==> src/rtl/core_run_controller.sv <==
// rtl/core_run_controller.sv - sequences one core run: reset hold, run, settle, graded verdict.
// Single FSM with registered outputs; phase_q is reused as the hold, run and settle counter.
module core_run_controller #(
  parameter int DATA_WIDTH     = 32,
  parameter int RESET_CYCLES   = 8,
  parameter int SETTLE_CYCLES  = 4,
  parameter int TIMEOUT_CYCLES = 100000,
  parameter int CNT_WIDTH      = 32
) (
  input  logic                  clk,
  input  logic                  reset,
  input  logic                  start,
  input  logic                  check_en,
  input  logic [DATA_WIDTH-1:0] expected_res,
  output logic                  core_reset,
  input  logic                  io_coreDone,
  input  logic [DATA_WIDTH-1:0] io_gpRegVal,
  input  logic [DATA_WIDTH-1:0] io_check_res,
  output logic                  busy,
  output logic                  done,
  output logic                  pass,
  output logic                  timeout,
  output logic [DATA_WIDTH-1:0] fail_code,
  output logic [CNT_WIDTH-1:0]  cycle_count
);

  typedef enum logic [2:0] {IDLE, HOLD_RST, RUN, SETTLE, DONE} state_t;

  state_t                state_q;
  logic [31:0]           phase_q;
  logic                  core_reset_q, busy_q, done_q, pass_q, timeout_q;
  logic [DATA_WIDTH-1:0] fail_code_q, expected_q;
  logic [CNT_WIDTH-1:0]  cycle_count_q;
  logic                  check_en_q;

  logic                  gp_ok, chk_ok, pass_d;
  logic [DATA_WIDTH-1:0] fail_code_d;
  logic [CNT_WIDTH-1:0]  cycle_count_d;

  // Verdict from whatever the core presents on the evaluating edge.
  always_comb begin
    gp_ok         = (io_gpRegVal == DATA_WIDTH'(1));
    chk_ok        = !check_en_q || (io_check_res == expected_q);
    pass_d        = gp_ok && chk_ok;
    fail_code_d   = '0;
    if (!pass_d) fail_code_d = gp_ok ? DATA_WIDTH'(1) : (io_gpRegVal >> 1);
    cycle_count_d = (&cycle_count_q) ? cycle_count_q : cycle_count_q + 1'b1;
  end

  always_ff @(posedge clk) begin
    if (reset) begin
      state_q       <= IDLE;
      phase_q       <= '0;
      core_reset_q  <= 1'b1;
      busy_q        <= 1'b0;
      done_q        <= 1'b0;
      pass_q        <= 1'b0;
      timeout_q     <= 1'b0;
      fail_code_q   <= '0;
      cycle_count_q <= '0;
      check_en_q    <= 1'b0;
      expected_q    <= '0;
    end else begin
      case (state_q)
        IDLE, DONE: begin
          if (start) begin
            state_q       <= HOLD_RST;
            phase_q       <= '0;
            busy_q        <= 1'b1;
            done_q        <= 1'b0;
            pass_q        <= 1'b0;
            timeout_q     <= 1'b0;
            fail_code_q   <= '0;
            cycle_count_q <= '0;
            check_en_q    <= check_en;
            expected_q    <= expected_res;
          end
        end
        HOLD_RST: begin
          if (phase_q == 32'(RESET_CYCLES - 1)) begin
            state_q      <= RUN;
            phase_q      <= '0;
            core_reset_q <= 1'b0;
          end else begin
            phase_q <= phase_q + 1'b1;
          end
        end
        RUN: begin
          cycle_count_q <= cycle_count_d;
          // io_coreDone takes priority over a coincident timeout.
          if (io_coreDone) begin
            phase_q <= '0;
            if (SETTLE_CYCLES > 0) begin
              state_q <= SETTLE;
            end else begin
              state_q      <= DONE;
              core_reset_q <= 1'b1;
              busy_q       <= 1'b0;
              done_q       <= 1'b1;
              pass_q       <= pass_d;
              fail_code_q  <= fail_code_d;
            end
          end else if (phase_q == 32'(TIMEOUT_CYCLES - 1)) begin
            state_q      <= DONE;
            core_reset_q <= 1'b1;
            busy_q       <= 1'b0;
            done_q       <= 1'b1;
            pass_q       <= 1'b0;
            timeout_q    <= 1'b1;
            fail_code_q  <= '1;
          end else begin
            phase_q <= phase_q + 1'b1;
          end
        end
        SETTLE: begin
          if (phase_q == 32'(SETTLE_CYCLES - 1)) begin
            state_q      <= DONE;
            core_reset_q <= 1'b1;
            busy_q       <= 1'b0;
            done_q       <= 1'b1;
            pass_q       <= pass_d;
            fail_code_q  <= fail_code_d;
          end else begin
            phase_q <= phase_q + 1'b1;
          end
        end
        default: state_q <= IDLE;
      endcase
    end
  end

  assign core_reset  = core_reset_q;
  assign busy        = busy_q;
  assign done        = done_q;
  assign pass        = pass_q;
  assign timeout     = timeout_q;
  assign fail_code   = fail_code_q;
  assign cycle_count = cycle_count_q;

endmodule

==> config.mk <==
export PLATFORM = sky130hd
export DESIGN_NAME = core_run_controller
export DESIGN_NICKNAME = d
export VERILOG_FILES = /design/src/rtl/core_run_controller.sv
export SDC_FILE = /design/constraint.sdc
export NUM_CORES = 1
export LEC_CHECK = 0
export CAP_MARGIN = 0
export CORE_MARGIN = 1.5
export CORE_UTILIZATION = 33
export DETAILED_ROUTE_END_ITERATION = 8
export SLEW_MARGIN = 20
export SYNTH_ARGS = -nofsm -noshare
export SYNTH_HDL_FRONTEND = slang
export SYNTH_SLANG_ARGS = --single-unit
==> constraint.sdc <==
create_clock -name clk -period 7.5 [get_ports clk]
set_input_delay 1.5 -clock clk [delete_from_list [all_inputs] [get_ports clk]]
set_output_delay 1.5 -clock clk [all_outputs]
set_load 0.01 [all_outputs]
=== After elaboration in Yosys (flattened, before gate mapping) ===
Cells that the tools add are included.

* Logic and storage cells: 83
* Register bits: 137
* Bits of input ports: 101
* Output and inout bits: 69

* Reduce and logical (&&, ||, !) cells: 17
* Eq/ne operators: 18
* Multiplexer cells: 35
* Add/subtract/negate cells: 2

{| class="wikitable"
|+ Operator list
! cell !! number
|-
| $mux W32 || 10
|-
| $pmux W32 S4 || 1
|-
| $pmux W32 S3 || 1
|-
| $add A32 B1 Y32 const B || 2
|-
| $pmux W32 S2 || 1
|-
| $eq A32 B1 Y1 const B || 1
|-
| $eq A32 B17 Y1 const B || 1
|-
| $eq A32 B2 Y1 const B || 1
|-
| $eq A32 B3 Y1 const B || 1
|-
| $eq A32 B32 Y1 || 1
|-
| $reduce_and A32 Y1 || 1
|-
| $mux W31 || 1
|-
| $mux W3 || 5
|-
| $ne A2 B2 Y1 const B || 7
|-
| $pmux W1 S3 || 4
|-
| $pmux W3 S4 || 1
|-
| $reduce_and A4 Y1 || 3
|-
| $mux W1 || 10
|-
| $reduce_and A5 Y1 || 2
|-
| $eq A3 B2 Y1 const B || 2
|-
| $ne A3 B3 Y1 const B || 2
|-
| $reduce_bool A3 Y1 || 2
|-
| $reduce_bool A4 Y1 || 1
|-
| $eq A3 B1 Y1 const B || 1
|-
| other kinds (10) || 10
|}

=== Logic depth before layout (Yosys ltp) ===
* Word-level depth: 6
* Mapped depth: 8
* Depth with buffers taken out: 7

=== Worst setup path after synthesis ===
Ideal clock, no wire load.

* Path kind: input to register
* Start point: input start
* End point: register phase_q[14]
* Cell stages on the path: 6
* Arrival time: 3.190 ns
* Data required time: 7.430 ns
* Slack: 4.240 ns
* Path buffers: 1
* Library setup time: 0.070 ns
* Cell sequence: or3b_2 -> o21a_1 -> or4_4 -> buf_6 -> or3_1 -> a21oi_1

* Word-level cells in the longest chain between the ends: 2

{| class="wikitable"
|+ Ends and longest elaborated chain
! item !! RTL line !! RTL
|-
| from (decl) || 12 || <nowiki>input logic start,</nowiki>
|-
| $ne A2 B2 Y1 (no line) || -- ||
|-
| $reduce_and A4 Y1 (no line) || -- ||
|-
| to (signal assigned) || 85 || <nowiki>phase_q <= phase_q + 1'b1;</nowiki>
|-
| to (signal assigned) || 112 || <nowiki>phase_q <= phase_q + 1'b1;</nowiki>
|-
| to (signal assigned) || 124 || <nowiki>phase_q <= phase_q + 1'b1;</nowiki>
|-
| to (decl) || 30 || <nowiki>logic [31:0] phase_q;</nowiki>
|}

Every way passes these cells.
A chain may end at the register's enable or synchronous reset.

=== Worst setup path after layout ===
* Start point: input start
* End point: register phase_q[22]

Same word-level chain as after synthesis.

==> impl_metrics.ini <==
[clock_tree]
cts_root_buf = clkbuf_16
cts_max_path_buffers = 2
numCtsBuffers = 17
post_cts_buffers = 0
clk_latency_ps = 420
cts_tree = built
cts-resized-gates = 0
cts.sink_count = 137
hold_buffers = 0
cts-htree-levels = 4
clk_pin_slew_worst_paths_ps = 60

[timing]
fmax_ghz = 0.2368
setup_tns_ps = 0
tightestPinTransition_ps = 982.8
rsz0062_at_grt = no
skew_ps = 12.90
slew_headroom = 0.3448
hold_viol_final = 0
timing.final.ws_setup_ps = 3276
period_needed_ps = 4224
drv_slew = 0
setup_viol_count_final = 0
holdWs_ps = 457.0
fin_crit_sh = 0.5632

[floorplanning]
initial_core_util = 0.3380
dieArea_um2 = 20060
core_area_um2 = 18770
die_w_um = 141.6
pin_count = 170
row_count = 50
die_height_um = 141.6

[critical_path]
r2r_setup_slack_ps = 4220
rr_endpoint = phase_q[22]$_SDFFE_PP0P_
cp-end-kind = register
required_ps = 7860
critPathArrivalTime_ps = 4590
start_kind = input port
path_max_fanout = 40
rr_worst_depth = 6
r2r-start = state_q[1]$_SDFFE_PP0P_
worstSetupPathType = in -> reg

[final_layout]
fill_cells = 1884
drive_gt1_frac = 0.05723
multiInputGateArea_um2 = 3417
n_antenna_cell = 0
final_cell_mix = clkdlybuf4s50_1 (168), dfxtp_1 (137), nand2_1 (107)
finish.instance_area_um2 = 8815
final-seq-area_um2 = 2743
areaGrowthSynthToFinish_pct = 38.95
final_common_cell = clkdlybuf4s50_1
nNetsFinal = 1051

[placed_design]
hpwlAfterDp_mm = 12.21
place.port_buffers = 169
placed_area_um2 = 8212
pre_cts_ws_ps = 2829
gp_congestion = 0.7942

[synthesis]
yosysSeqAreaShare = 0.4323
async_flop_share = 0
syn_avg_cell_area_um2 = 7.949
ys_seq_elements = 137
yosysUniqueCellTypes = 53
synth_area_um2 = 6344
synth_edf_count = 0
synth_nets = 901
syn-instance-count = 798
yosys_warnings = 0
synthFlopType = dfxtp_1

[grt]
antenna_found_initial = 0
grt_pass1_wl_mm = 28.55
grt_pass1_vias = 5650
grt_max_degree = 44
grt_usage = 0.1768
gr-total-overflow = 0

[worst_hold_path]
min_path_type = reg -> reg
hold_path_depth = 2
min_from = timeout$_SDFFE_PP0P_
hold_path_end = timeout$_SDFFE_PP0P_

[route]
antenna_left = 0
first_pass_iters = 4
route.detailed.drc = 0
wl_mm = 17.75
route.vias.total = 6010
wl_per_cell_um = 14.85
drt_iter0_markers = 321
via_per_inst = 5.029

[power]
power_density_nw_per_um2 = 286.6
ir_drop_uv = 210.0
leakage_nw = 3.052

[outcome]
outcome = finished, final reports clean

[job]
maxCapViolCount = 0
[cells in the mapped netlist, drive strengths merged (4+ instances only)]
master / count / share of area
a21oi: 92 / 0.073
buf: 4 / 0.0045
clkbuf: 39 / 0.023
dfxtp: 137 / 0.43
inv: 9 / 0.0053
mux2i: 4 / 0.0063
nand2: 108 / 0.064
nand3: 27 / 0.021
nand4: 27 / 0.028
nor2: 94 / 0.056
nor3: 20 / 0.016
nor3b: 4 / 0.0055
nor4: 37 / 0.040
o21ai: 52 / 0.041
or3: 22 / 0.022
or4: 8 / 0.011
xnor2: 25 / 0.035
xor2: 46 / 0.064
[registers in the layout, indices dropped and copies added (netlist names)]
| name | cells |
|---|---|
| cycle_count | 32 |
| expected_q | 32 |
| fail_code | 32 |
| phase_q | 32 |
| state_q | 3 |
| busy | 1 |
| check_en_q | 1 |
| core_reset | 1 |
| done | 1 |
| pass | 1 |
| timeout | 1 |
[critical path: stages]
cell and delay, ps:
clkdlybuf4s50_1 460, or3b_2 820, o21a_1 470, nor2_1 100, a21o_1 510, or4_1 630
nand2_1 80
[metal layers]
metal,routed length [um],GRT usage
met1,8700,0.2443
met2,7849,0.2709
met3,928,0.04050
met4,269,0.06077
met5,0,0
[cell type report]
cell class,count,area share
inverters,10,0.004258
flip-flops and latches,137,0.3111
clock buffers,19,0.04911
clock inverters,13,0.01902
multi-input cells,608,0.3877
well taps,234,0.03322
repair buffers,174,0.1956
[power breakdown]
| part | switching, mW | internal [mW] |
|---|---|---|
| combinational | 0.422 | 0.321 |
| sequential | 0.0804 | 0.847 |
| clock | 0.330 | 0.526 |
[kinds of logic after synthesis]
group	synth area share
simple gates	0.2878
compound gates	0.1381
flops	0.4323
buf+inv	0.03353
mux	0.006312
xor+xnor	0.09803
fa+ha+maj	0.003944
[how the worst max path moves through the flow]
stage	from	end	slack, ps	cells past startpoint
final	start	phase_q[22]$_SDFFE_PP0P_	3280	7
after detailed placement	start	phase_q[22]$_SDFFE_PP0P_	2830	7
after floorplan	start	phase_q[14]$_SDFFE_PP0P_	4240	6
after global routing	start	phase_q[22]$_SDFFE_PP0P_	3040	7
after CTS	start	phase_q[22]$_SDFFE_PP0P_	3260	7
after global placement	start	phase_q[22]$_SDFFE_PP0P_	2870	7
[metrics by stage]
stage | std cells | utilization | total power [mW]
after floorplan | 798 | - | 1.353
after global placement | 1163 | 0.4375 | 1.683
after detailed placement | 1163 | 0.4375 | 1.684
after CTS | 1195 | 0.4695 | 2.553
after global routing | 1195 | 0.4697 | 2.682
final | 1195 | 0.4697 | 2.526
Note: power is estimated with default switching activity, not from simulation.
